`config.mk`:
```
export PLATFORM = sky130hd
export DESIGN_NAME = game_sequencer
export DESIGN_NICKNAME = d
export VERILOG_FILES = /design/src/rtl/game_sequencer.sv
export SDC_FILE = /design/constraint.sdc
export NUM_CORES = 1
export LEC_CHECK = 0
export ABC_AREA = 1
export BUFFER_PORTS_ARGS = -buffer_cell sky130_fd_sc_hd__buf_2
export CAP_MARGIN = 20
export CORE_ASPECT_RATIO = 2
export CORE_UTILIZATION = 45
export CTS_BUF_LIST = sky130_fd_sc_hd__clkbuf_8
export DETAILED_ROUTE_END_ITERATION = 12
export PLACE_DENSITY = 0.67
export SKIP_LAST_GASP = 1
export SYNTH_ARGS = -nofsm -noshare
export SYNTH_HDL_FRONTEND = slang
export SYNTH_SLANG_ARGS = --single-unit
```
`constraint.sdc`:
```
create_clock -name clk -period 1.7 [get_ports clk]
set_input_delay 0.255 -clock clk [delete_from_list [all_inputs] [get_ports clk]]
set_output_delay 0.255 -clock clk [all_outputs]
set_load 0.02 [all_outputs]
```
`src/rtl/game_sequencer.sv`:
```
// Game-flow controller: cover -> countdown -> play <-> pause -> game-over -> cover.
// Drives the datapath reset/run enables, the screen select and a BCD high score.
module game_sequencer #(
    parameter int COUNT_START  = 3,
    parameter int COUNT_FRAMES = 60,
    parameter int OVER_FRAMES  = 120
) (
    input  logic       clk,
    input  logic       rst,
    input  logic       frame_tick,
    input  logic       enter_p,
    input  logic       pause_p,
    input  logic       slime_die,
    input  logic [3:0] score_1,
    input  logic [3:0] score_0,
    output logic [1:0] screen,
    output logic       game_rst,
    output logic       run,
    output logic       paused,
    output logic [1:0] countdown,
    output logic [3:0] hi_1,
    output logic [3:0] hi_0
);

    typedef enum logic [2:0] {
        COVER     = 3'd0,
        COUNTDOWN = 3'd1,
        PLAY      = 3'd2,
        PAUSE     = 3'd3,
        OVER      = 3'd4
    } state_t;

    localparam logic [7:0] COUNT_LAST = 8'(COUNT_FRAMES - 1);
    localparam logic [7:0] OVER_LAST  = 8'(OVER_FRAMES - 1);
    localparam logic [1:0] COUNT_INIT = 2'(COUNT_START);

    state_t     state;
    state_t     next_state;
    logic [7:0] frame_cnt;
    logic [7:0] next_frame_cnt;
    logic [1:0] next_countdown;
    logic [7:0] next_hi;
    logic [1:0] next_screen;
    logic       next_run;
    logic       next_paused;
    logic       next_game_rst;

    always_ff @(posedge clk) begin
        if (rst) begin
            state     <= COVER;
            frame_cnt <= 8'd0;
            countdown <= 2'd0;
            hi_1      <= 4'd0;
            hi_0      <= 4'd0;
            screen    <= 2'd0;
            run       <= 1'b0;
            paused    <= 1'b0;
            game_rst  <= 1'b1;
        end else begin
            state     <= next_state;
            frame_cnt <= next_frame_cnt;
            countdown <= next_countdown;
            hi_1      <= next_hi[7:4];
            hi_0      <= next_hi[3:0];
            screen    <= next_screen;
            run       <= next_run;
            paused    <= next_paused;
            game_rst  <= next_game_rst;
        end
    end

    // A frame tick coinciding with a transition is consumed by the old state;
    // the counter then restarts from zero in the new state.
    always_comb begin
        next_state     = state;
        next_frame_cnt = frame_tick ? frame_cnt + 8'd1 : frame_cnt;
        next_countdown = countdown;
        next_hi        = {hi_1, hi_0};
        case (state)
            COVER: begin
                if (enter_p) begin
                    next_state     = COUNTDOWN;
                    next_countdown = COUNT_INIT;
                end
            end
            COUNTDOWN: begin
                if (frame_tick && frame_cnt == COUNT_LAST) begin
                    next_frame_cnt = 8'd0;
                    next_countdown = countdown - 2'd1;
                    if (countdown == 2'd1) next_state = PLAY;
                end
            end
            PLAY: begin
                if (slime_die) begin
                    next_state = OVER;
                    if ({score_1, score_0} > {hi_1, hi_0}) next_hi = {score_1, score_0};
                end else if (pause_p) begin
                    next_state = PAUSE;
                end
            end
            PAUSE: begin
                if (pause_p || enter_p) next_state = PLAY;
            end
            OVER: begin
                if (frame_tick && frame_cnt == OVER_LAST) next_state = COVER;
            end
            default: begin
                next_state     = COVER;
                next_countdown = 2'd0;
            end
        endcase
        if (next_state != state) next_frame_cnt = 8'd0;
    end

    // Outputs are decoded from the next state so they register on the same edge.
    always_comb begin
        next_screen   = 2'd1;
        next_run      = 1'b0;
        next_paused   = 1'b0;
        next_game_rst = (state == COVER) && (next_state == COUNTDOWN);
        case (next_state)
            COVER: next_screen = 2'd0;
            PLAY:  next_run    = 1'b1;
            PAUSE: next_paused = 1'b1;
            OVER:  next_screen = 2'd2;
            default: next_screen = 2'd1;
        endcase
    end

endmodule

```
==> results of run 1 <==
## logic make-up (layout without fill, tap and decap cells)
family / Yosys count / after routing / synth area share [%]
flip-flops: 26 / 26 / 35.0
adder cells (fa/ha/maj): 10 / 10 / 8.40
buffers and inverters: 37 / 67 / 10.7
AO/OA/AOI/OAI: 25 / 25 / 9.58
XOR/XNOR: 3 / 3 / 1.77
AND/OR/NAND/NOR: 109 / 109 / 34.6
## power groups by stage
stage                     combinational (uW)  clock [uW]  sequential (uW)
after global placement                   193           0              652
after global routing                     218         546              640
final                                    192         506              638
after detailed placement                 195           0              652
after floorplan                          118           0              663
after CTS                                196         518              638
## routing by layer
layer  up-vias  share of wire [%]
met1       594                 36
met2        26                 58
met4         0                2.4
met5         -                  0
li1        732                  -
met3         7                2.9
## cells in the mapped netlist, types with 2 or more instances
library cell | number | area, um2
a21oi_1 | 17 | 85.1
dfxtp_1 | 26 | 521
ha_1 | 10 | 125
inv_1 | 31 | 116
inv_2 | 2 | 7.51
nand2_1 | 35 | 131
nand2_2 | 2 | 12.5
nand3_1 | 22 | 110
nand3_2 | 2 | 20.0
nand3b_1 | 3 | 22.5
nor2_1 | 24 | 90.1
nor2_2 | 6 | 37.5
nor3_1 | 9 | 45.0
or2_2 | 2 | 12.5
xor2_1 | 3 | 26.3
## cell type report
cell class	instances	area (um2)
flip-flops and latches	26	522
clock inverters	1	30.0
fillers	325	1430
multi-input cells	147	810
well taps	31	38.8
clock buffers	3	41.3
inverters	34	130
repair buffers	29	160
## critical path: cells and delay by family, from the launching register on
kind	cells	cell delay, ns
compound gates	2	0.23
fa+ha+maj	1	0.27
buf+inv	3	0.28
flops	1	0.36
simple gates	5	0.32
## state kept, by name, indices dropped and copies added, names as in the netlist
signal,flops
frame_cnt,8
hi_0,4
hi_1,4
state,3
countdown,2
screen,2
game_rst,1
paused,1
run,1
## through the flow
step | worst slack (ns) | hold WS [ns] | power [uW] | instance area [um2] | std cells
after floorplan | 0.0387 | 0.324 | 781 | 1490 | 210
after global placement | 0.132 | 0.474 | 845 | 1660 | 267
after detailed placement | 0.130 | 0.470 | 847 | 1660 | 267
after CTS | 0.116 | 0.235 | 1350 | 1730 | 271
after global routing | 0.00194 | 0.245 | 1400 | 1730 | 271
final | 0.157 | 0.240 | 1340 | 1730 | 271
## worst min path at each step
stage	to	slack (ns)	cells after the start
after floorplan	screen[1]	0.32	1
after global placement	countdown[1]	0.47	2
after detailed placement	countdown[1]	0.47	2
after CTS	state[2]	0.24	2
after global routing	run	0.25	2
final	run	0.24	2
==> flow_metrics.tcl, run 1 <==
set metrics [dict create \
    rr_endpoint "hi_0[1]" \
    synth_flop_cell "dfxtp_1" \
    port_buffers 28 \
    vias 1359 \
    cts_htree_levels 1 \
    clk_pin_slew_ns 0.09 \
    crit_path_end_kind "flip-flop" \
    dieArea_um2 3560 \
    avgSynthCellArea_um2 7.09 \
    synth.net_count 234 \
    layout_common_cells "35 x nand2_1, 31 x inv_1, 28 x buf_2" \
    slowest_stage "dfxtp_1" \
    dr.pass1.iters 4 \
    final_max_slew_viol_count 0 \
    nets 265 \
    seq_power_share_pct 47.7 \
    synth_seq_cells 26 \
    ctsHoldBuffers 0 \
    setup_viol 0 \
    diodes 0 \
    p_clk_share_pct 37.9 \
    fin_crit_ns 1.54 \
    worstPathRequired_ns 1.87 \
    coreArea_um2 3160 \
    slowest_delay_ns 0.36 \
    grt_use_met2_pct 36.1 \
    place_hpwl_um 2480 \
    cap_violations 0 \
    cp_common_cell "nand2_1" \
    rsz0062_at_grt "no" \
    cts_root_buf "clkbuf_8" \
    fin_setup_tns_ns 0 \
    grt_max_degree 17 \
    reg2reg_slack_ns 0.16 \
    fp.dieW_um 42.7 \
    p_sw_share_pct 24.1 \
    cts.sinks 26 \
    cts_setup_buffers 0 \
    use_met1_pct 16.7 \
    endpoint "hi_0[1]" \
    syn-cell-area_um2 1490 \
    p_switching_uw 322 \
    drive_above_1_share_pct 22.1 \
    slew-limit-headroom_pct 76.5 \
    synth.distinct_cells 31 \
    gr-total-overflow 0 \
    grt_pass1_vias 1295 \
    drt_iter0_markers 23 \
    final_common_cell "nand2_1" \
    power.density_nw_per_um2 771 \
    cts_tree "done" \
    hold_class "in2reg" \
    p_leak_uw 0.000831 \
    crit_chain "inv_1 -> ha_1 -> inv_1 -> nor2_1 -> o21bai_1 -> nand2_1 -> nand2_1 -> nand2_1 -> buf_12 -> a21oi_1 -> nor2_1" \
    totalWireLength_um 2940 \
    dieHeight_um 83.3 \
    place_congestion 0.783 \
    clock_path_buffers 2 \
    gr-usage-met3_pct 2.17 \
    ys.warnings.count 0 \
    io_pins 29 \
    drtAntennaViolNets 0 \
    path_class "reg2reg" \
    cts-resized-gates 0 \
    start_kind "flip-flop" \
    hp-start "rst" \
    synthCells 210 \
    clock_latency_ns 0.27 \
    start_util_pct 47.2 \
    final_core_util_pct 54.9 \
    max_clock_freq_mhz 648 \
    critPathMaxFanout 16 \
    num_rows 29 \
    synth-seq-area-share_pct 35.0 \
    p_comb_share_pct 14.4 \
    grt_pass1_wl_um 5070 \
    worstSetupStartpoint "hi_0[1]" \
    grt_use_total_pct 18.3 \
    numCtsBuffers 3 \
    period_share_pct 90.8 \
    cp.arrival_ns 1.71 \
    viasPerCell 5.01 \
    status "finished, final reports clean" \
    r2r-start "hi_0[1]" \
    finalClockSkew_ns 0.00454 \
    tightest_slew_ns 0.352 \
    hold_viol 0 \
    detail_route.wl_per_cell_um 10.8 \
    synthToLayoutAreaGrowth_pct 16.3 \
    busiest_layer "met2" \
    drc 0 \
    ir_worst_vdd_mv 0.668 \
    antenna_found_initial 0 \
    r2r_cells 11 \
    internal-power_uw 1010 \
    synth_edf_count 0 \
    async_flop_share_pct 0 \
]
Power figures use the tool's default switching activity.
==> inputs of run 2 (changes only) <==
--- a/config.mk
+++ b/config.mk
@@ -8,11 +8,13 @@
 export ABC_AREA = 1
 export BUFFER_PORTS_ARGS = -buffer_cell sky130_fd_sc_hd__buf_2
 export CAP_MARGIN = 20
+export CELL_PAD_IN_SITES_DETAIL_PLACEMENT = 1
+export CELL_PAD_IN_SITES_GLOBAL_PLACEMENT = 2
 export CORE_ASPECT_RATIO = 2
-export CORE_UTILIZATION = 45
+export CORE_UTILIZATION = 31
 export CTS_BUF_LIST = sky130_fd_sc_hd__clkbuf_8
 export DETAILED_ROUTE_END_ITERATION = 12
-export PLACE_DENSITY = 0.67
+export PLACE_DENSITY_LB_ADDON = 0.1
 export SKIP_LAST_GASP = 1
 export SYNTH_ARGS = -nofsm -noshare
 export SYNTH_HDL_FRONTEND = slang
==> run 2 against run 1 <==
Compared with the run above: wire length increased by 40%; register-to-register slack got worse by 0.06 ns; cell area is 5.3% higher; total power fell by 5.5%; first-iteration DRC count did not move; global-route usage shrank 1.2 points; die area up 43%; combinational power up 15%; sequential share of layout area is 1.2 points lower; largest power group unchanged; highest routed layer unchanged.
==> flow_metrics.tcl, run 2 (synthesis results as in run 1) <==
set metrics [dict create \
    io_pins 29 \
    layout_common_cells "33 x nand2_1, 30 x inv_1, 28 x buf_2" \
    slowest_stage "dfxtp_2" \
    fp.dieW_um 51.0 \
    busiest_layer "met2" \
    cts_htree_levels 1 \
    use_met1_pct 14.5 \
    clk_pin_slew_ns 0.09 \
    clock_path_buffers 2 \
    synthToLayoutAreaGrowth_pct 22.5 \
    internal-power_uw 917 \
    dieArea_um2 5100 \
    power.density_nw_per_um2 692 \
    final_common_cell "nand2_1" \
    cpLargestDelayFamily "simple AND/OR/NAND/NOR gates" \
    cts_tree "done" \
    largest_reg_flops 8 \
    slowest_delay_ns 0.33 \
    diodes 0 \
    grt_pass1_vias 1525 \
    path_class "reg2reg" \
    seq_power_share_pct 50.5 \
    max_clock_freq_mhz 625 \
    grt_use_met2_pct 37.6 \
    clock_latency_ns 0.27 \
    nFillCells 610 \
    reg_top3 "frame_cnt: 8 flops, hi_0: 4 flops, hi_1: 4 flops" \
    p_clk_share_pct 32.0 \
    drt_iter0_markers 23 \
    numCtsBuffers 3 \
    detail_route.wl_per_cell_um 13.8 \
    setup_viol 0 \
    critPathMaxFanout 8 \
    p_leak_uw 0.000854 \
    dr.pass1.iters 4 \
    layout_setup_ws_ns 0.0995 \
    cp_common_cell "nand2_1" \
    grt_max_degree 17 \
    viasPerCell 4.87 \
    crit_chain "inv_1 -> ha_1 -> nand2_1 -> o21bai_1 -> nand2_1 -> nand2_2 -> nand2_4 -> clkbuf_16 -> a21oi_1 -> nor2_1" \
    nets 268 \
    start_util_pct 32.4 \
    grt_pass1_wl_um 6600 \
    gr-total-overflow 0 \
    fin_setup_tns_ns 0 \
    place_congestion 0.771 \
    cp.arrival_ns 1.77 \
    num_rows 35 \
    slew-limit-headroom_pct 74.0 \
    p_switching_uw 345 \
    dieHeight_um 100 \
    fin_cells 298 \
    finalClockSkew_ns 0.00245 \
    tightest_slew_ns 0.390 \
    period_share_pct 94.1 \
    coreArea_um2 4600 \
    antenna_found_initial 0 \
    p_comb_share_pct 17.5 \
    gr-usage-met3_pct 1.52 \
    cts.sinks 26 \
    grt_use_total_pct 17.1 \
    totalWireLength_um 4120 \
    dp.cells 292 \
    cap_violations 0 \
    seq_area_um2 528 \
    vias 1451 \
    drtAntennaViolNets 0 \
    cts_root_buf "clkbuf_8" \
    crit_path_end_kind "flip-flop" \
    status "finished, final reports clean" \
    drive_above_1_share_pct 28.0 \
    hold_viol 0 \
    p_sw_share_pct 27.4 \
    cp.buffers_inverters 2 \
    place_hpwl_um 3400 \
    hold_class "in2reg" \
    largest-register "frame_cnt" \
    final_max_slew_viol_count 0 \
    fin_crit_ns 1.60 \
    worstPathRequired_ns 1.87 \
    drc 0 \
    multi_input_area_um2 842 \
    place_ws_ns 0.0156 \
    power_uw 1260 \
    start_kind "flip-flop" \
    ir_worst_vdd_mv 0.626 \
    port_buffers 28 \
]
==> run 2: worst paths after layout <==
check        startpoint      end  slack (ns)  cells after the start
min reg2reg     hi_0[1]  hi_0[1]        0.48                      2
min                 rst      run        0.25                      2
max             hi_0[3]  hi_0[2]         0.1                     10
max reg2reg     hi_0[3]  hi_0[2]         0.1                     10
==> run 2: metal layers <==
metal	vias up	part of all wire [%]
li1	737	-
met3	2	1.6
met2	16	65
met1	696	33
met4	0	0.63
met5	-	0
==> run 2: power groups by stage <==
stage,sequential (uW),combinational [uW],clock (uW)
global placement,651,197,0
global route,640,248,442
CTS,638,209,425
floorplan,663,118,0
detailed placement,652,208,0
finish,638,221,403
==> run 2: cell type report <==
cell class	instances	area share, %
Sequential cell	26	28.9
Tap cell	55	3.77
Inverter	34	7.13
Timing Repair Buffer	32	11.0
Multi-Input combinational cell	147	46.2
Clock buffer	4	3.02
==> run 2: timing repair <==
action | CTS | global route
hold buffers | 0 | 0
setup buffers | 0 | 1
resized for setup | 2 | 12
pin swaps | 0 | 5
cloned | 0 | 1
endpoints found under the setup margin | 1 | 8
==> run 2: per-stage QoR <==
step	utilization, %	area (um2)	hold slack, ns
finish	39.7	1820	0.250
global route	39.7	1820	0.241
floorplan	-	1490	0.324
detailed placement	36.9	1700	0.471
global placement	36.9	1700	0.468
CTS	38.1	1750	0.235
==> run 2: worst register-to-register path, delay by kind of cell (launching register included) <==
family                     cells  cell delay [ns]
DFF                            1             0.33
adders and majority gates      1             0.28
AOI/OAI and AO/OA              2             0.24
and+or+nand+nor                5             0.43
buffers and inverters          2             0.21
==> inputs of run 3 (changes only) <==
--- a/config.mk
+++ b/config.mk
@@ -14,6 +14,7 @@
 export CORE_UTILIZATION = 31
 export CTS_BUF_LIST = sky130_fd_sc_hd__clkbuf_8
 export DETAILED_ROUTE_END_ITERATION = 12
+export MAX_ROUTING_LAYER = met4
 export PLACE_DENSITY_LB_ADDON = 0.1
 export SKIP_LAST_GASP = 1
 export SYNTH_ARGS = -nofsm -noshare
==> run 3 against run 2 <==
Compared with the run above: cell area did not move; largest power group unchanged; core utilization did not move; non-clock buffer count did not move; sequential cell count did not move; wire length did not move; first-iteration DRC count fell by 4.3%; sequential share of layout area did not move; die area did not move.
==> flow_metrics.tcl, run 3 (synthesis results as in run 1) <==
set metrics [dict create \
    final_max_slew_viol_count 0 \
    worstPathRequired_ns 1.87 \
    nFillCells 610 \
    reg_top3 "frame_cnt: 8 flops, hi_0: 4 flops, hi_1: 4 flops" \
    met3_length_um 67 \
    dieHeight_um 100 \
    place_congestion 0.781 \
    start_kind "flip-flop" \
    ir_worst_vdd_mv 0.626 \
    grt_use_total_pct 17.6 \
    fin_crit_ns 1.60 \
    num_rows 35 \
    cp.arrival_ns 1.77 \
    vias 1451 \
    largest_reg_flops 8 \
    final_core_util_pct 39.7 \
    start_util_pct 32.4 \
    port_buffers 28 \
    cts_htree_levels 1 \
    path_class "reg2reg" \
    hold_class "in2reg" \
    slew-limit-headroom_pct 74.0 \
    detail_route.wl_per_cell_um 13.8 \
    drc 0 \
    hold_viol 0 \
    grt_pass1_vias 1525 \
    p_leak_uw 0.000854 \
    nets 268 \
    place_ws_ns 0.0156 \
    r2r_cells 10 \
    synthToLayoutAreaGrowth_pct 22.5 \
    hp-start "rst" \
    placed_area_um2 1700 \
    critPathMaxFanout 8 \
    drtAntennaViolNets 0 \
    wl_met2_um 2670 \
    final_common_cell "nand2_1" \
    layout_setup_ws_ns 0.0995 \
    max_clock_freq_mhz 625 \
    cts_root_buf "clkbuf_8" \
    antenna_found_initial 0 \
    hold_ws_ns 0.250 \
    fp.dieW_um 51.0 \
    crit_path_end_kind "flip-flop" \
    hold_depth 2 \
    top_layer_used "met4" \
    tightest_slew_ns 0.390 \
    finalClockSkew_ns 0.00243 \
    clock_path_buffers 2 \
    place_hpwl_um 3400 \
    period_share_pct 94.1 \
    viasPerCell 4.87 \
    cts_tree "done" \
    dieArea_um2 5100 \
    numCtsBuffers 3 \
    gr-total-overflow 0 \
    power.density_nw_per_um2 692 \
    worstSetupStartpoint "hi_0[3]" \
    clock_latency_ns 0.27 \
    r2r-start "hi_0[3]" \
    coreArea_um2 4600 \
    stdcell_area_um2 1820 \
    largest-register "frame_cnt" \
    cts.sinks 26 \
    clk_pin_slew_ns 0.09 \
    grt_max_degree 17 \
    io_pins 29 \
    diodes 0 \
    grt_pass1_wl_um 6600 \
    setup_viol 0 \
    wl_met1_um 1360 \
    dr.pass1.iters 4 \
    status "finished, final reports clean" \
    drt_iter0_markers 22 \
    totalWireLength_um 4120 \
    layout_common_cells "33 x nand2_1, 30 x inv_1, 28 x buf_2" \
    drive_above_1_share_pct 28.0 \
    cap_violations 0 \
]
==> run 3: cell counts in the layout (fill, tap and decap cells not counted) <==
No cell type changed its count.
==> run 3: final timing paths <==
path | end | slack, ns
worst max-delay path | hi_0[2] | 0.1
worst min-delay path | run | 0.25
worst max register to register | hi_0[2] | 0.1
worst min register to register | hi_0[1] | 0.48
==> run 3: stage by stage <==
stage | std cells | power [uW] | TNS, ns
2_1_floorplan | 210 | 781 | 0
3_3_place_gp | 292 | 848 | 0
3_5_place_dp | 292 | 860 | 0
4_1_cts | 296 | 1270 | 0
5_1_grt | 298 | 1330 | -0.0202
6_report | 298 | 1260 | 0
==> run 3: layout make-up <==
class	count	area, um2	area share, %
sequential	26	528	28.9
timing repair buffer	32	200	11.0
clock buffer	4	55.1	3.02
multi-input combinational	147	842	46.2
tap	55	68.8	3.77
inverter	34	130	7.13
==> run 3: per-layer routing <==
| metal | GRT usage, % | vias up |
|---|---|---|
| met5 | - | - |
| met4 | 5.13 | 0 |
| met3 | 1.52 | 2 |
| met2 | 37.6 | 16 |
| met1 | 14.5 | 696 |
| li1 | - | 737 |
==> run 3: where the power goes <==
| group | internal (uW) | switching [uW] | total (uW) |
|---|---|---|---|
| sequential | 626 | 12.1 | 638 |
| combinational | 83.9 | 137 | 221 |
| clock | 207 | 196 | 403 |
==> run 3: worst max-delay path, stage by stage, from the launching register on <==
cell	delay, ns
dfxtp_2	0.33
inv_1	0.04
ha_1	0.28
nand2_1	0.10
o21bai_1	0.11
nand2_1	0.10
nand2_2	0.10
nand2_4	0.07
clkbuf_16	0.16
a21oi_1	0.13
nor2_1	0.06
==> run 3: repair_timing <==
item / 4_1_cts / 5_1_grt
gates resized for setup: 2 / 12
pin swaps: 0 / 5
gates cloned: 0 / 1
buffers inserted: 0 / 1
hold buffers: 0 / 0
endpoints found under the setup margin: 1 / 8
